File: config.mk
export PLATFORM = sky130hd
export DESIGN_NAME = rand_server
export DESIGN_NICKNAME = d
export VERILOG_FILES = /design/src/rtl/rand_pkg.sv /design/src/rtl/rand_server_lfsr6.sv /design/src/rtl/rand_server.sv
export SDC_FILE = /design/constraint.sdc
export NUM_CORES = 1
export LEC_CHECK = 0
export BUFFER_PORTS_ARGS = -buffer_cell sky130_fd_sc_hd__buf_2
export CAP_MARGIN = 5
export CORE_MARGIN = 4
export CORE_UTILIZATION = 53
export DETAILED_ROUTE_END_ITERATION = 16
export GPL_ROUTABILITY_DRIVEN = 0
export PLACE_DENSITY = 0.9
export SLEW_MARGIN = 20
export SYNTH_ARGS = -nofsm -noshare
export SYNTH_HDL_FRONTEND = slang
export SYNTH_SLANG_ARGS = --single-unit
File: constraint.sdc
create_clock -name clk -period 2.15 [get_ports clk]
set_input_delay 0.1075 -clock clk [delete_from_list [all_inputs] [get_ports clk]]
set_output_delay 0.1075 -clock clk [all_outputs]
set_load 0.05 [all_outputs]
File: src/rtl/rand_pkg.sv
// Shared types and helpers for the random-number server: LFSR width,
// lockup value, FSM state encoding and the LFSR feedback function.
package rand_pkg;
  localparam int LFSR_W = 6;
  localparam logic [LFSR_W-1:0] LFSR_LOCKUP = 6'h3F;

  typedef enum logic [1:0] {S_IDLE, S_DRAW, S_DONE} state_t;

  // XNOR feedback for x^6+x^5+1; all-ones is the single unreachable state
  function automatic logic [LFSR_W-1:0] lfsr_next(input logic [LFSR_W-1:0] s);
    return {s[4:0], ~(s[5] ^ s[4])};
  endfunction
endpackage

File: src/rtl/rand_server_lfsr6.sv
// 6-bit XNOR LFSR with synchronous seed load; a lockup seed is replaced
// by zero so the register can never stick.
module lfsr6
  import rand_pkg::*;
(
  input  logic              clk,
  input  logic              reset,
  input  logic              load,
  input  logic [LFSR_W-1:0] seed,
  output logic [LFSR_W-1:0] out
);
  always_ff @(posedge clk or posedge reset) begin
    if (reset)     out <= '0;
    else if (load) out <= (seed == LFSR_LOCKUP) ? '0 : seed;
    else           out <= lfsr_next(out);
  end
endmodule

File: src/rtl/rand_server.sv
// Round-robin server handing out LFSR draws in [0, limit] by bounded
// rejection sampling; one shared LFSR so no two consumers see the same draw.
module rand_server
  import rand_pkg::*;
#(
  parameter int N_REQ     = 4,
  parameter int MAX_TRIES = 8
) (
  input  logic                    clk,
  input  logic                    reset,
  input  logic [N_REQ-1:0]        req,
  input  logic [LFSR_W*N_REQ-1:0] limit,
  input  logic                    seed_load,
  input  logic [LFSR_W-1:0]       seed,
  output logic [N_REQ-1:0]        ack,
  output logic [LFSR_W-1:0]       rdata,
  output logic                    timeout,
  output logic                    busy
);
  localparam int IW = $clog2(N_REQ);
  localparam logic [5:0] LAST_TRY = 6'(MAX_TRIES - 1);

  state_t            state;
  logic [IW-1:0]     idx, ptr, pick, j;
  logic              found, load;
  logic [LFSR_W-1:0] lim, s;
  logic [5:0]        tries;
  logic [N_REQ-1:0]  sel;
  logic [LFSR_W-1:0] lim_arr [N_REQ];

  for (genvar g = 0; g < N_REQ; g++) begin : g_lim
    assign lim_arr[g] = limit[LFSR_W*g +: LFSR_W];
  end

  // A seed load in IDLE wins over a grant; the grant waits one edge
  assign load = (state == S_IDLE) && seed_load;

  lfsr6 u_lfsr (
    .clk  (clk),
    .reset(reset),
    .load (load),
    .seed (seed),
    .out  (s)
  );

  // Round-robin scan starting just after the last granted requester
  always_comb begin
    found = 1'b0;
    pick  = '0;
    j     = '0;
    for (int k = 1; k <= N_REQ; k++) begin
      j = IW'((int'(ptr) + k) % N_REQ);
      if (!found && req[j]) begin
        found = 1'b1;
        pick  = j;
      end
    end
  end

  always_comb begin
    sel      = '0;
    sel[idx] = 1'b1;
  end

  always_ff @(posedge clk or posedge reset) begin
    if (reset) begin
      state   <= S_IDLE;
      idx     <= '0;
      ptr     <= IW'(N_REQ - 1);
      lim     <= '0;
      tries   <= '0;
      ack     <= '0;
      rdata   <= '0;
      timeout <= 1'b0;
      busy    <= 1'b0;
    end else begin
      case (state)
        S_IDLE: begin
          ack     <= '0;
          rdata   <= '0;
          timeout <= 1'b0;
          if (!seed_load && found) begin
            idx   <= pick;
            ptr   <= pick;
            lim   <= lim_arr[pick];
            tries <= '0;
            busy  <= 1'b1;
            state <= S_DRAW;
          end
        end
        S_DRAW: begin
          if (s <= lim) begin
            ack     <= sel;
            rdata   <= s;
            timeout <= 1'b0;
            state   <= S_DONE;
          end else if (tries == LAST_TRY) begin
            ack     <= sel;
            rdata   <= lim;
            timeout <= 1'b1;
            state   <= S_DONE;
          end else begin
            tries <= tries + 6'd1;
          end
        end
        S_DONE: begin
          ack     <= '0;
          rdata   <= '0;
          timeout <= 1'b0;
          busy    <= 1'b0;
          state   <= S_IDLE;
        end
        default: state <= S_IDLE;
      endcase
    end
  end
endmodule

# Yosys cells after proc, flatten, opt, wreduce, memory -nomap -nowiden
# Cells that the tools add are included.
dict set report totals {
  ff_bits 36
}
dict set report classes {
  n_lt_le_gt_ge 8
  reduce_logical 20
  mux 42
  bitwise 3
  n_eq_ne 8
  addsub 5
}
# operator count
set ops {}
lappend ops {{2-to-1 mux 6 bit} 9}
lappend ops {{case mux 6 bit (2 select lines)} 2}
lappend ops {{< comparator 2 x 3 -> 1 bit, second input constant} 5}
lappend ops {{2-to-1 mux 2 bit} 7}
lappend ops {{binary-select mux 6 bit (select 2 bit)} 1}
lappend ops {{2-to-1 mux 1 bit} 12}
lappend ops {{binary-select mux 1 bit (select 2 bit)} 4}
lappend ops {{2-to-1 mux 4 bit} 2}
lappend ops {{case mux 4 bit (2 select lines)} 1}
lappend ops {{AND reduction 2 bit} 4}
lappend ops {{adder 6 x 1 -> 6 bit, second input constant} 1}
lappend ops {{== test 6 x 3 -> 1 bit, second input constant} 1}
lappend ops {{== test 6 bit, second input constant} 1}
lappend ops {{<= comparator 6 bit} 1}
lappend ops {{logical AND 1 bit} 6}
lappend ops {{nonzero test 2 bit} 3}
lappend ops {{adder 2 x 1 -> 2 bit, second input constant} 2}
lappend ops {{adder 2 bit, second input constant} 2}
lappend ops {{zero test 1 bit} 4}
lappend ops {{!= test 2 bit, second input constant} 2}
lappend ops {{case mux 1 bit (2 select lines)} 2}
lappend ops {{case mux 2 bit (2 select lines)} 1}
lappend ops {{AND reduction 4 bit} 1}
lappend ops {{greater-or-equal comparator 3 bit, second input constant} 1}
lappend ops {{other kinds (11)} 11}

# Depth between registers and ports, before layout
# Gate-level depths: netlist (run 1).
dict set report logic_depth {
  depth_word 17
  ltp_mapped 8
  depth_no_buf 7
}

# Hierarchy
# Synthesis (run 1) repeated with hierarchy kept, for this count alone.
dict set report unflattened {
  hier_cells 210
  area_unflattened_um2 2118.3
}
# module n_inst cells_each area_per_inst_um2 seq_area_each_um2
set by_module_without_submodules {}
lappend by_module_without_submodules {rand_server 1 181 1841.8 753.2}
lappend by_module_without_submodules {lfsr6 1 29 276.5 150.1}

# Worst setup path before layout (run 1)
# No wires, ideal clock.
dict set report synth_path {
  path_kind {reg2reg}
  from {register lim[5]}
  to {register ack[3]}
  synth_period_minus_slack_ns 1.914
  t_required_ns 2.071
  path_stages_with_launch 9
  arrival_ns 1.834
  n_path_buf 1
  setup_time_ns 0.079
  slack_ns 0.236
  path_cell_list {dfrtp_1 inv_1 ha_1 a41oi_1 o21ai_4 o211ai_4 and2_4 buf_8 mux2i_1}
}
dict set report synth_between {
  elab_chain_cells 3
  elab_cells_between_ends 5
  cone_classes {order compare (1); eq/ne (1); mux (2); reduce/logical (1)}
}
# item line_no
set synth_lines {}
lappend synth_lines {{from (decl)} rand_server.sv:26} ;# logic [LFSR_W-1:0] lim, s;
lappend synth_lines {{from (signal assigned)} rand_server.sv:85} ;# lim <= lim_arr[pick];
lappend synth_lines {{<= comparator 6 bit *} rand_server.sv:92} ;# if (s <= lim) begin
lappend synth_lines {{2-to-1 mux 4 bit / != test 3 bit (equally long branches)} -}
lappend synth_lines {{case mux 4 bit (2 select lines) / AND reduction 2 bit (equally long branches)} -}
lappend synth_lines {{to (signal assigned)} rand_server.sv:93} ;# ack <= sel;
lappend synth_lines {{to (signal assigned)} rand_server.sv:98} ;# ack <= sel;
lappend synth_lines {{to (decl)} rand_server.sv:15} ;# output logic [N_REQ-1:0] ack,
# Every way passes the cells marked *; elsewhere a longest branch is shown, timed or not.
# A chain may end at the register's enable or synchronous reset.

# Worst setup path after layout (run 1)
# Same ends and word-level chain as after synthesis.

==> metrics.csv, run 1 <==
stage,metric,value,unit
clock_network,TritonCTS clock tree,done,
final_layout,"most common cell after layout, fill and taps aside",buf_2,
floorplan,Initial Util,0.548,
drt,vias post-DR,1752,
sta,max-slew violations,0,
power_and_ir_drop,Design Power,3.75,mW
global_routing,number of global-route vias before repair,1683,
final_layout,Finished Layout Cells,308,
critical_path,worst setup path start,lim[5],
placed_design,Area after DPL,0.00229,mm²
placed_design,detailed placer's ending HPWL,3370,µm
power_and_ir_drop,maximum VDD drop,684,µV
floorplan,chip height,69.5,µm
global_routing,pin count of the biggest net entering global routing,37,
critical_path,cells on worst reg2reg path,7,
sta,Max-slew headroom,0.443,
flow_run,max_cap viols,0,
run_status,status,completed,
drt,Initial DRC Count,178,
power_and_ir_drop,pwr dens,1570,mW/mm²
clock_network,TritonCTS Sinks,36,
final_layout,# diodes,0,
sta,Finish-stage setup viols,0,
worst_hold_path,HP Class,primary input to flop,
critical_path,reg-to-reg endpoint,ack[3],
power_and_ir_drop,leakage,1.16,nW
critical_path,reg2reg start,lim[5],
synthesis,Ys Warns,0,
global_routing,gr usage total,0.196,
synthesis,Yosys reg bits,36,
drt,routed vias/inst,5.69,
sta,actual slew at the worst max-slew pin,0.827,ns
clock_network,Clock transition at path regs,0.07,ns
floorplan,chip width,69.5,µm
global_routing,first-pass GRT wire length,7690,µm
final_layout,final core occ,0.653,
final_layout,final net count,303,
sta,final worst path period share,0.957,
sta,Final min period,2.06,ns
clock_network,Clock Root Buffer,clkbuf_8,
drt,# DRC,0,
drt,WL final,4520,µm
final_layout,fillers,301,
global_routing,initial antenna violation count,0,
global_routing,"Remaining Overflow, GRT",0,
critical_path,R2R setup slack,0.09,ns
sta,Layout Skew,0.00212,ns
final_layout,cell area after layout,0.00239,mm²
critical_path,crit path DAT,2.27,ns
critical_path,crit-path max FO,11,
synthesis,synthesized area per cell,9.74,µm²
final_layout,layout cell share with drive strength beyond 1,0.277,
drt,Post-DRT Antenna Nets,0,
worst_hold_path,hold path start,seed[2],
placed_design,placed insts,298,
floorplan,Core ar.,0.00366,mm²
sta,FMAX,486,MHz
final_layout,Area Growth Syn to Fin,19.2,%
clock_network,H-tree levels,2,
synthesis,synth unique cells,44,
critical_path,crit path kind,flop to flop,
synthesis,Syn Inst Count,206,
final_layout,"leading cell types in the layout, fill and taps excluded","buf_2 (48), nand2_1 (40), dfrtp_1 (34)",
synthesis,Post-Syn Nets,250,
sta,Final Hold Vio Count,0,
critical_path,crit end category,flop,
worst_hold_path,hold depth,3,
synthesis,sequential share of the synthesized area,0.450,
sta,WHS,0.0697,ns
clock_network,CTS Buf Count,5,
floorplan,Die Area,0.00483,mm²
critical_path,Critical Path Source Type,flop,
worst_hold_path,hold path endpoint,u_lfsr.out[2],
floorplan,I/O pin total,49,
synthesis,Synth Cell Area,0.00201,mm²
critical_path,CP required,2.37,ns
clock_network,Skew-Pair Late Insertion Delay,0.29,ns
clock_network,clock buffer depth,2,
floorplan,row cnt,22,
drt,drt wl/cell,14.7,µm
placed_design,input/output buffers,48,
drt,number of detailed-route iterations in the first pass,4,
==> flip-flops by register name (all words and copies together) (netlist names) <==
register    count
rdata           6
busy            1
idx             2
tries           6
state           2
ptr             2
timeout         1
ack             4
lim             6
u_lfsr.out      6
==> logic make-up (layout without fill, tap and decap cells) <==
| logic type | after synthesis | after routing | synth area share |
|---|---|---|---|
| AOI/OAI and AO/OA | 54 | 54 | 0.204 |
| xor gates and xnor gates | 1 | 1 | 0.00437 |
| adders and majority gates | 7 | 7 | 0.0437 |
| buffers and inverters | 22 | 76 | 0.0561 |
| DFF | 36 | 36 | 0.450 |
| muxes | 15 | 15 | 0.0749 |
| and+or+nand+nor | 71 | 71 | 0.167 |
==> what timing repair did <==
action                     CTS  global route
hold endpoints to repair    34             0
setup endpoints to repair    0             8
resized for setup            0             1
hold buffers                 1             0
setup buffers                0             1
==> critical path, stage by stage (launching register included) <==
cell and delay (ns):
dfrtp_1 0.36, inv_1 0.06, ha_1 0.32, a41oi_1 0.33, o21ai_4 0.14, o211ai_4 0.31
and2_4 0.28, mux2i_1 0.18
==> cells in the mapped netlist, drive strengths merged <==
| cell | n | area share |
|---|---|---|
| o31ai | 3 | 0.011 |
| mux2i | 15 | 0.075 |
| o221ai | 7 | 0.031 |
| clkbuf | 3 | 0.0056 |
| dfstp | 2 | 0.026 |
| dfrtp | 34 | 0.42 |
| a211oi | 2 | 0.010 |
| o41ai | 2 | 0.0087 |
| and3 | 1 | 0.0031 |
| or4 | 1 | 0.0056 |
| nand4b | 2 | 0.0087 |
| and2 | 2 | 0.0075 |
| inv | 13 | 0.024 |
| nor2 | 6 | 0.011 |
| nor2b | 2 | 0.0062 |
| or2 | 1 | 0.0031 |
| nand2b | 4 | 0.012 |
| a21o | 2 | 0.0075 |
| o2111ai | 1 | 0.0044 |
| o21a | 2 | 0.011 |
| xor2 | 1 | 0.0044 |
| nor3 | 3 | 0.0075 |
| ha | 7 | 0.044 |
| o22ai | 2 | 0.0062 |
| buf | 6 | 0.026 |
| o211ai | 5 | 0.026 |
| nand2 | 41 | 0.078 |
| a31o | 1 | 0.0044 |
| a21oi | 9 | 0.022 |
| a311oi | 5 | 0.022 |
| a41oi | 1 | 0.0044 |
| o21ai | 12 | 0.036 |
| nand4 | 2 | 0.0062 |
| and4 | 1 | 0.0044 |
| nand3 | 5 | 0.012 |
==> report_power, final <==
group | total (mW) | internal, mW | switching (mW) | leakage, nW
Sequential | 1.21 | 0.961 | 0.254 | 0.463
Clock | 0.454 | 0.227 | 0.227 | 0.0422
Combinational | 2.08 | 0.757 | 1.32 | 0.657
Total | 3.75 | 1.94 | 1.81 | 1.16
==> how the worst max path moves through the flow <==
stage                     endpoint  slack (ns)  cells past startpoint
after floorplan             ack[3]        0.24                      8
after global placement    rdata[2]        0.08                      7
after detailed placement  rdata[3]        0.06                      7
after CTS                 rdata[4]        0.02                      7
after global routing        ack[1]       -0.03                      7
final                       ack[3]        0.09                      7
==> metrics by stage <==
stage	setup slack, ns	setup TNS (ns)
after floorplan	0.236	0
after global placement	0.0751	0
after detailed placement	0.0633	0
after CTS	0.0179	0
after global routing	-0.0253	-0.0851
final	0.0932	0
==> per-layer routing <==
| layer | vias up | global-route usage | share of wire |
|---|---|---|---|
| met4 | 0 | 0.0759 | 0.014 |
| met5 | - | 0 | 0 |
| met2 | 63 | 0.321 | 0.51 |
| met3 | 7 | 0.0435 | 0.065 |
| li1 | 856 | - | - |
| met1 | 826 | 0.253 | 0.42 |
==> cell type report <==
| cell class | instances | area, µm² | share of cell area |
|---|---|---|---|
| multi-input combinational | 148 | 1000 | 0.419 |
| sequential | 36 | 903 | 0.378 |
| timing repair buffer | 55 | 295 | 0.124 |
| clock buffer | 7 | 76.3 | 0.0319 |
| tap | 48 | 60.1 | 0.0251 |
| inverter | 13 | 48.8 | 0.0204 |
| clock inverter | 1 | 5.00 | 0.00209 |
No activity file was read; power rests on OpenSTA's default activity.
==> run 2: changes to the inputs <==
--- a/config.mk
+++ b/config.mk
@@ -8,11 +8,12 @@
 export BUFFER_PORTS_ARGS = -buffer_cell sky130_fd_sc_hd__buf_2
 export CAP_MARGIN = 5
 export CORE_MARGIN = 4
-export CORE_UTILIZATION = 53
+export CORE_UTILIZATION = 54
 export DETAILED_ROUTE_END_ITERATION = 16
 export GPL_ROUTABILITY_DRIVEN = 0
-export PLACE_DENSITY = 0.9
+export PLACE_DENSITY = 0.91
 export SLEW_MARGIN = 20
 export SYNTH_ARGS = -nofsm -noshare
 export SYNTH_HDL_FRONTEND = slang
+export SYNTH_HIERARCHICAL = 1
 export SYNTH_SLANG_ARGS = --single-unit
==> metrics.csv, run 2 <==
stage,metric,value,unit,change
placed_design,input/output buffers,48,,unchanged
flow_run,max_cap viols,0,,unchanged
final_layout,final net count,316,,was 303
clock_network,clock buffer depth,2,,unchanged
synthesis,"EDFF count, synth",0,,unchanged
worst_hold_path,hold depth,3,,unchanged
placed_design,detailed placer's ending HPWL,3440,µm,was 3370 µm
placed_design,Area after DPL,0.00246,mm²,was 0.00229 mm²
drt,Post-DRT Antenna Nets,0,,unchanged
sta,RSZ-0062 raised after global routing,yes,,
sta,Layout Skew,0.00688,ns,was 0.00212 ns
worst_hold_path,HP Class,primary input to flop,,unchanged
final_layout,# diodes,0,,unchanged
floorplan,row cnt,22,,unchanged
synthesis,post-synth top area cell,dfrtp_1,,unchanged
floorplan,Core ar.,0.00372,mm²,was 0.00366 mm²
critical_path,"delay-heaviest family, CP",compound AO/OA/AOI/OAI gates,,unchanged
synthesis,synth top area cells,"dfrtp_1 (40%), mux2i_1 (9.5%), nand2_1 (5.3%)",,"was dfrtp_1 (42%), mux2i_1 (7.5%), nand2_1 (7.5%)"
sta,Finish-stage setup viols,0,,unchanged
global_routing,gr usage total,0.192,,was 0.196
sta,WHS,0.0706,ns,was 0.0697 ns
drt,drt wl/cell,14.1,µm,was 14.7 µm
placed_design,placed insts,311,,was 298
critical_path,CP max-delay cell,dfrtp_1,,unchanged
synthesis,synthesized area per cell,10.1,µm²,was 9.74 µm²
drt,vias post-DR,1785,,was 1752
global_routing,"Remaining Overflow, GRT",0,,unchanged
floorplan,I/O pin total,49,,unchanged
global_routing,pin count of the biggest net entering global routing,31,,was 37
sta,final worst path period share,0.992,,was 0.957
synthesis,most common cell in the netlist,dfrtp_1,,was nand2_1
floorplan,chip width,70.6,µm,was 69.5 µm
clock_network,TritonCTS Sinks,36,,unchanged
floorplan,Initial Util,0.570,,was 0.548
sta,FMAX,469,MHz,was 486 MHz
synthesis,Synth top cells by count,"dfrtp_1 (34), nand2_1 (30), inv_1 (28)",,"was nand2_1 (40), dfrtp_1 (34), mux2i_1 (15)"
critical_path,cells on worst reg2reg path,8,,was 7
final_layout,Finished Layout Cells,321,,was 308
clock_network,CTS Buf Count,5,,unchanged
synthesis,Yosys reg bits,36,,unchanged
final_layout,fillers,309,,was 301
synthesis,Synth Cell Area,0.00212,mm²,was 0.00201 mm²
drt,WL final,4520,µm,about the same
drt,routed vias/inst,5.56,,was 5.69
clock_network,Clock Root Buffer,clkbuf_8,,unchanged
critical_path,Buffers & Inverters on Critical Path,2,,was 1
power_and_ir_drop,leakage,1.27,nW,was 1.16 nW
critical_path,Crit. path cell count,8,,was 7
synthesis,Ys Warns,6,,was 0
sta,max-slew violations,0,,unchanged
synthesis,ys async rst share,1.00,,unchanged
sta,Max-slew headroom,0.667,,was 0.443
synthesis,synth unique cells,50,,was 44
final_layout,layout cell share with drive strength beyond 1,0.326,,was 0.277
critical_path,Critical Path Source Type,flop,,unchanged
drt,# DRC,0,,unchanged
final_layout,"most common cell after layout, fill and taps aside",buf_2,,unchanged
power_and_ir_drop,maximum VDD drop,684,µV,about the same
sta,actual slew at the worst max-slew pin,0.496,ns,was 0.827 ns
clock_network,Clock transition at path regs,0.07,ns,about the same
global_routing,first-pass GRT wire length,7670,µm,was 7690 µm
synthesis,Synth top area share,0.402,,was 0.424
final_layout,"leading cell types in the layout, fill and taps excluded","buf_2 (48), dfrtp_1 (34), nand2_1 (29)",,"was buf_2 (48), nand2_1 (40), dfrtp_1 (34)"
clock_network,Skew-Pair Late Insertion Delay,0.29,ns,about the same
floorplan,Die Area,0.00499,mm²,was 0.00483 mm²
synthesis,Post-synth top flop,dfrtp_1,,unchanged
synthesis,sequential share of the synthesized area,0.426,,was 0.450
critical_path,crit-path max cell delay,0.41,ns,was 0.36 ns
synthesis,Post-Syn Nets,254,,was 250
final_layout,Area Growth Syn to Fin,22.0,%,was 19.2%
critical_path,crit path cell chain,"inv_1, ha_1, nand2_2, o22ai_2, o31ai_4, buf_4, or3_4, a31o_2",,"was inv_1, ha_1, a41oi_1, o21ai_4, o211ai_4, and2_4, mux2i_1"
clock_network,H-tree levels,2,,unchanged
synthesis,Syn Inst Count,210,,was 206
drt,Initial DRC Count,91,,was 178
clock_network,TritonCTS clock tree,done,,unchanged
run_status,status,completed,,unchanged
sta,Final Hold Vio Count,0,,unchanged
global_routing,initial antenna violation count,0,,unchanged
critical_path,crit path kind,flop to flop,,unchanged
final_layout,cell area after layout,0.00258,mm²,was 0.00239 mm²
sta,Final min period,2.13,ns,was 2.06 ns
floorplan,chip height,70.6,µm,was 69.5 µm
critical_path,crit-path max FO,8,,was 11
power_and_ir_drop,pwr dens,1460,mW/mm²,was 1570 mW/mm²
critical_path,crit path DAT,2.31,ns,was 2.27 ns
global_routing,number of global-route vias before repair,1716,,was 1683
drt,number of detailed-route iterations in the first pass,4,,unchanged
critical_path,CP required,2.33,ns,was 2.37 ns
critical_path,crit end category,flop,,unchanged
-- run 2: timing repair --
action | in CTS | in global routing
resized for setup | 0 | 2
buffers inserted | 0 | 1
hold buffers | 1 | 0
hold endpoints to repair | 34 | 0
setup endpoints to repair | 0 | 10
-- run 2: metrics by stage --
| step | total power [mW] | worst slack (ns) | util | TNS (ns) |
|---|---|---|---|---|
| after floorplan | 2.71 | 0.295 | - | 0 |
| after global placement | 3.12 | 0.156 | 0.662 | 0 |
| after detailed placement | 3.17 | 0.0437 | 0.662 | 0 |
| after CTS | 3.67 | 0.0369 | 0.689 | 0 |
| after global routing | 4.05 | -0.0322 | 0.695 | -0.0768 |
| final | 3.78 | 0.0181 | 0.695 | 0 |
-- run 2: cell type report --
class                           count  area [µm²]  share of cell area
Multi-Input combinational cell    138        1070               0.414
Sequential cell                    36         903               0.350
Inverter                           28         105              0.0407
Tap cell                           48        60.1              0.0232
Timing Repair Buffer               63         355               0.138
Clock buffer                        8        90.1              0.0349
-- run 2: worst reg2reg max path: stages, from the launching register on --
cell	delay, ns
dfrtp_1	0.41
inv_1	0.06
ha_1	0.31
nand2_2	0.08
o22ai_2	0.22
o31ai_4	0.12
buf_4	0.17
or3_4	0.40
a31o_2	0.26
-- run 2: power by group --
group	switching, mW	internal (mW)
logic	1.24	0.896
registers	0.199	0.947
clock network	0.232	0.261
total	1.67	2.10
-- run 2: routing by layer --
metal,vias up,part of all wire,track usage
met2,85,0.46,0.295
met1,814,0.42,0.265
met5,-,0,0
met4,0,0.024,0.0752
met3,11,0.091,0.0426
li1,875,-,-
-- run 2: cell families after synthesis --
kind of cell / Yosys count / synth area share
AND/OR/NAND/NOR: 66 / 0.176
AO/OA/AOI/OAI: 44 / 0.182
multiplexers: 20 / 0.0945
flip-flops: 36 / 0.426
buffers and inverters: 36 / 0.0756
adder cells (fa/ha/maj): 7 / 0.0413
XOR/XNOR: 1 / 0.00414
-- run 2: final timing paths --
kind / from / endpoint / slack [ns]
min in group asynchronous: reset / u_lfsr/out[1] / 0.27
max reg2reg: lim[3] / tries[2] / 0.02
min: seed[0] / u_lfsr/out[0] / 0.07
max in group asynchronous: reset / ptr[1] / 1.39
max: lim[3] / tries[2] / 0.02
min reg2reg: ptr[1] / ptr[1] / 0.52
